==> config.mk <==
export PLATFORM = sky130hd
export DESIGN_NAME = lsu_align_unit
export DESIGN_NICKNAME = d
export VERILOG_FILES = /design/src/rtl/lsu_align_unit.sv
export SDC_FILE = /design/constraint.sdc
export NUM_CORES = 1
export LEC_CHECK = 0
export CORE_ASPECT_RATIO = 0.6
export CORE_MARGIN = 5
export CORE_UTILIZATION = 40
export CTS_BUF_LIST = sky130_fd_sc_hd__clkbuf_8
export CTS_CLUSTER_SIZE = 10
export DETAILED_ROUTE_END_ITERATION = 6
export PLACE_DENSITY = 0.85
export SYNTH_ARGS = -nofsm -noshare
export SYNTH_HDL_FRONTEND = slang
export SYNTH_SLANG_ARGS = --single-unit
export TNS_END_PERCENT = 10
==> constraint.sdc <==
create_clock -name clk -period 3.32 [get_ports clk]
set_input_delay 0.83 -clock clk [delete_from_list [all_inputs] [get_ports clk]]
set_output_delay 0.83 -clock clk [all_outputs]
set_load 0.005 [all_outputs]
==> src/rtl/lsu_align_unit.sv <==
// rtl/lsu_align_unit.sv - RV32I load/store alignment unit
// Splits misaligned accesses into two word accesses and extends load data.
module lsu_align_unit #(
  parameter bit MISALIGN_EN = 1'b1
) (
  input  logic        clk,
  input  logic        rst,
  input  logic        req_valid,
  input  logic        is_store,
  input  logic [2:0]  funct3,
  input  logic [31:0] addr,
  input  logic [31:0] wdata,
  input  logic [31:0] mem_rdata,
  output logic [31:0] mem_addr,
  output logic [31:0] mem_wdata,
  output logic [3:0]  mem_wmask,
  output logic        mem_we,
  output logic [31:0] load_data,
  output logic        stall,
  output logic        misalign,
  output logic        bad_op
);

  typedef enum logic {IDLE, SECOND} state_t;

  state_t      state, state_nx;
  logic [31:0] lo_buf;
  logic [1:0]  off;
  logic [4:0]  sh;
  logic        bad, mis, ld_en;
  logic [3:0]  base_mask;
  logic [7:0]  mask8;
  logic [63:0] wshift, lshift;
  logic [31:0] raw;

  always_ff @(posedge clk) begin
    if (rst) begin
      state  <= IDLE;
      lo_buf <= '0;
    end else begin
      state <= state_nx;
      if (stall) lo_buf <= mem_rdata;
    end
  end

  // Shifting a 64-bit window yields both halves of a split access at once:
  // low half belongs to word A, high half to word B.
  always_comb begin
    off    = addr[1:0];
    sh     = {off, 3'b000};
    bad    = (funct3 == 3'b011) | (funct3[2] & funct3[1]) | (is_store & funct3[2]);
    mis    = ((funct3[1:0] == 2'b01) & (off == 2'd3)) |
             ((funct3[1:0] == 2'b10) & (off != 2'd0));
    case (funct3[1:0])
      2'b00:   base_mask = 4'b0001;
      2'b01:   base_mask = 4'b0011;
      default: base_mask = 4'b1111;
    endcase
    mask8  = {4'b0000, base_mask} << off;
    wshift = {32'd0, wdata} << sh;
    lshift = {mem_rdata, lo_buf} >> sh;

    state_nx  = IDLE;
    mem_addr  = {addr[31:2], 2'b00};
    mem_wdata = wshift[31:0];
    mem_wmask = 4'b0000;
    stall     = 1'b0;
    misalign  = 1'b0;
    bad_op    = 1'b0;
    ld_en     = 1'b0;
    raw       = '0;

    if (rst) begin
      state_nx = IDLE;
    end else if (state == SECOND) begin
      // A dropped request in SECOND aborts without touching memory.
      if (req_valid) begin
        mem_addr  = {addr[31:2], 2'b00} + 32'd4;
        mem_wdata = wshift[63:32];
        if (is_store) mem_wmask = mask8[7:4];
        raw   = lshift[31:0];
        ld_en = 1'b1;
      end
    end else if (req_valid) begin
      if (bad) begin
        bad_op = 1'b1;
      end else if (mis && !MISALIGN_EN) begin
        misalign = 1'b1;
      end else begin
        if (is_store) mem_wmask = mask8[3:0];
        if (mis) begin
          stall    = 1'b1;
          state_nx = SECOND;
        end else begin
          raw   = mem_rdata >> sh;
          ld_en = 1'b1;
        end
      end
    end

    load_data = '0;
    if (ld_en && !is_store) begin
      case (funct3)
        3'b000:  load_data = {{24{raw[7]}}, raw[7:0]};
        3'b001:  load_data = {{16{raw[15]}}, raw[15:0]};
        3'b100:  load_data = {24'd0, raw[7:0]};
        3'b101:  load_data = {16'd0, raw[15:0]};
        default: load_data = raw;
      endcase
    end

    mem_we = req_valid & is_store & (mem_wmask != 4'b0000) & ~rst;
  end

endmodule

Yosys cells after proc, flatten, opt, wreduce, memory -nomap -nowiden
Cells that the tools add are included. W data, S select, Z words.

Word-level logic and storage cells: 68. Register bits: 33.

Shift-type cells: 4. Muxes and demuxes: 37. Reduce and logical (&&, ||, !) cells: 6. $add $sub $neg: 1. Equality and inequality tests: 7. Bitwise gates (word level): 11.

Operators with widths (count): $mux W32 (13); $pmux W32 S4 (1); $shl A32 B5 Y64 (1); $shr A64 B5 Y32 (1); $add A32 B3 Y32 const B (1); $shr A32 B5 Y32 (1); $mux W4 (7); $mux W1 (15); $pmux W4 S2 (1); $shl A4 B2 Y8 (1); $and A1 B1 Y1 (7); $eq A3 B3 Y1 const B (2); $eq A2 B2 Y1 const B (2); $reduce_bool A4 Y1 (1); $eq A3 B1 Y1 const B (1); $eq A3 B2 Y1 const B (1); $logic_not A3 Y1 (1); $or A1 B1 Y1 (3); $eq A2 B1 Y1 const B (1); $logic_not A2 Y1 (1); $reduce_bool A2 Y1 (1); $logic_and A1 B1 Y1 (1); $logic_not A1 Y1 (1); $not A1 Y1 (1).

Logic depth before layout (Yosys ltp)
Word-level depth: 11. Mapped depth: 9. Mapped depth without buffers: 5.

Worst setup path after synthesis
No wires, ideal clock.

Kind: input port to output port. From: input addr[1]. To: output load_data[3]. Path slack: 0.207 ns. Data arrival time: 2.283 ns. Data required time: 2.490 ns. Cell stages on the path: 5. Cells stage by stage: buf_2 -> buf_2 -> clkbuf_1 -> mux4_2 -> nor2_1.

Cells in the longest elaborated chain, start to end: 10.

Ends and longest elaborated chain: from (decl) (line 11) `input logic [31:0] addr,`; branches (longest 9 deep; another with $shr A32 B5 Y32); $mux W32 (*) (line 102) `if (ld_en && !is_store) begin`; to (decl) (line 18) `output logic [31:0] load_data,`.

Mark *: on every way between the ends.

Worst setup path after layout
From: input funct3[2]. To: output mem_wmask[2].

Cells in the longest elaborated chain, start to end: 7.

Ends and longest elaborated chain: from (decl) (line 10) `input logic [2:0] funct3,`; $eq A3 B2 Y1 or $and A1 B1 Y1 (tied branches) (line 51) `bad = (funct3 == 3'b011) | (funct3[2] & funct3[1]) | (is_store & funct3[2]);`; $or A1 B1 Y1 (line 51); $or A1 B1 Y1 (*) (line 51); $mux W4 (*) (line 85) `if (bad) begin`; $mux W4 (*) (line 84) `end else if (req_valid) begin`; $mux W4 (*) (line 75) `end else if (state == SECOND) begin`; $mux W4 (*) (line 73) `if (rst) begin`; to (decl) (line 16) `output logic [3:0] mem_wmask,`.

Every way passes the cells marked *; elsewhere a longest branch is shown, timed or not.

==> qor.txt <==
status: finished, violations left
failing checks: negative setup slack
Yosys cell types: 56
Worst Path Required: 2490 ps
Max-slew headroom: 59.4%
starting density of the core: 41.0%
layout cells sized above 1: 32.5%
Avg Inst Size Synth: 7.70 um^2
YS warnings: 0
CTS tree: done
final setup vio count: 30
Worst-path clk slew: 70 ps
WL/cell: 19.6 um
maximum vdd drop: 0.177 mV
Max-Cap Viols: 0
worst min path class: reg2reg
hold depth: 2
dpl cells: 1024
Final Slew Violations: 0
Yosys reg bits: 33
DPL Wire Length: 14000 um
P_leak: 3.51 nW
Cell Area, Synth: 4650 um^2
CP max FO: 3
# DRC: 0
storage element area: 661 um^2
Design Power: 0.00155 W
die area: 13900 um^2
Clock Latency Late Sink: 300 ps
Die X-Extent: 149 um
FP Rows: 30
final setup margin: -222 ps
GR Overflow Total: 0
vias in the first global route: 5802
DR vias/cell: 5.69
1st-iter DRT viols: 495
GRT Overall Usage: 28.0%
Die H: 93.5 um
Crit path largest cell delay: 490 ps
Async SR Flop Fraction: 0%
EDFF count, synth: 0
FF-to-FF End: lo_buf[15]
Via Count: 6011
Layout area overhead: 71.5%
most frequent cells in the layout: 119 x buf_4, 92 x nor2_1, 88 x mux2i_1
Max Fclk: 282 MHz
area occupied by multi-input gates: 3890 um^2
most common cell after layout, fill and taps aside: buf_4
pwr dens: 195 nW/um^2
Nets: 999
core area: 11300 um^2
final WL: 20700 um
CP Cell Sequence: dlygate4sd2_1 > buf_4 > buf_4 > a21oi_4 > nand3_2 > o31ai_1 > and2_1 > buf_4 > clkdlybuf4s50_1
Antenna Nets Post-Route: 0
Port Buffers: 203
Hold Path Sink: lo_buf[4]
Cells after Synth: 603
r2r startpoint: state
Sink Count: 33
GP Congestion: 0.933
Tmin final: 3540 ps
Worst R2R Setup Slack: 890 ps
crit end category: output port
Clock Path Buffers: 2
WS Path Type: in2out
H-Tree Depth: 2
final hold viol count: 0
largest net degree at the start of global routing: 59
Pre-Repair DR Iteration Count: 5
Top Ports: 207
main flop type after synthesis: dfxtp_1
Worst Skew: 1.79 ps
most used cell, CP: buf_4
Layout fillers: 912
critical path arrival: 2710 ps
HP Start: lo_buf[4]
cts bufs inserted: 5
Tcrit/Tclk final: 107%
sequential-to-total area share from yosys stat: 14.2%
initial antenna violation count: 0
worst-margin pin slew: 610 ps
Worst Reg-to-Reg Cells: 9
CP max-delay cell: clkdlybuf4s50_1
RSZ-0062 raised after global routing: true
root buf cell: clkbuf_8
first-pass GRT wire length: 31300 um
Worst setup SP type: primary input
Finished Layout Cells: 1056
## power breakdown
part,internal [W],switching [W]
Sequential,0.000403,0.00000578
Clock,0.000218,0.000166
Combinational,0.000407,0.000350
## worst max path at each step
| stage | start | end | slack, ps | cells past startpoint |
|---|---|---|---|---|
| floorplan | addr[1] | load_data[3] | 210 | 5 |
| global placement | mem_rdata[7] | load_data[20] | -890 | 6 |
| detailed placement | mem_rdata[7] | load_data[18] | -980 | 6 |
| CTS | rst | mem_addr[9] | -210 | 7 |
| global route | funct3[2] | mem_wmask[2] | -270 | 9 |
| finish | funct3[2] | mem_wmask[2] | -220 | 9 |
## critical path: cells and delay by family
| family | cells | cell delay [ps] |
|---|---|---|
| buffers and inverters | 5 | 1180 |
| AND/OR/NAND/NOR | 2 | 320 |
| AO/OA/AOI/OAI | 2 | 380 |
## registers in the layout, summed over array words and instances (netlist names)
name	count
state	1
lo_buf	32
## synth_stat cells, types with 2 or more instances
cell type	instances	area, um^2
nor2_1	94	353
mux2i_1	92	921
nand2_1	38	143
a21oi_1	36	180
dfxtp_1	33	661
clkbuf_1	24	90.1
mux2_2	24	270
nand3_1	24	120
o21ai_0	24	120
xnor2_1	21	184
buf_2	15	75.1
inv_1	12	45.0
nand4_1	12	75.1
nor3_1	11	55.1
o31ai_1	11	82.6
buf_4	10	75.1
mux4_2	10	225
nor3_2	10	100
a211oi_1	9	67.6
a31oi_1	8	50.1
xor2_1	8	70.1
a221o_1	7	70.1
o211ai_1	7	52.6
o221a_2	7	78.8
and2_1	5	31.3
and4_1	4	35.0
buf_1	4	15.0
nand3b_1	4	30.0
and3_1	3	18.8
buf_6	3	33.8
a21oi_2	2	17.5
and3b_1	2	17.5
nand2b_1	2	12.5
nor2b_1	2	12.5
nor4_1	2	12.5
o21a_1	2	15.0
o21ai_2	2	17.5
## metrics by stage
step | TNS, ps | instance area, um^2 | hold WS, ps | util [%] | setup slack, ps
3_3_place_gp | -51680 | 7480 | 473 | 66.0 | -892
6_report | -2600 | 7970 | 498 | 70.3 | -222
5_1_grt | -4300 | 7960 | 539 | 70.3 | -272
3_5_place_dp | -55120 | 7480 | 480 | 66.0 | -979
2_1_floorplan | 0 | 4650 | 455 | - | 207
4_1_cts | -2610 | 7850 | 500 | 69.2 | -212
## routing by layer
layer  wire length [um]  vias to the layer above  global-route usage, %
met5                  0                        -                      0
met4                592                        0                   7.31
met3               1840                       60                   5.86
met2               9530                      346                   45.0
met1               8730                     2827                   38.1
li1                   -                     2778                      -
## logic make-up after synthesis
group	after synthesis	synth area share (%)
compound gates	121	18.0
flops	33	14.2
other cells	1	0.0807
fa+ha+maj	1	0.269
buf+inv	70	7.59
mux	126	30.5
xor+xnor	29	5.47
simple gates	222	23.9
## layout make-up
type	count	area share, %
Sequential cell	33	8.29
Tap cell	160	2.51
Timing Repair Buffer	340	38.4
Antenna cell	1	0.0314
Clock buffer	5	0.864
Clock inverter	2	0.440
Multi-Input combinational cell	502	48.9
Inverter	13	0.613
## timing repair
item,CTS,global route
hold buffers,0,0
cloned,2,1
pin swaps,49,15
endpoints found under the setup margin,101,73
setup buffers,21,2
gates resized for setup,283,39
(Power assumes the default switching activity.)
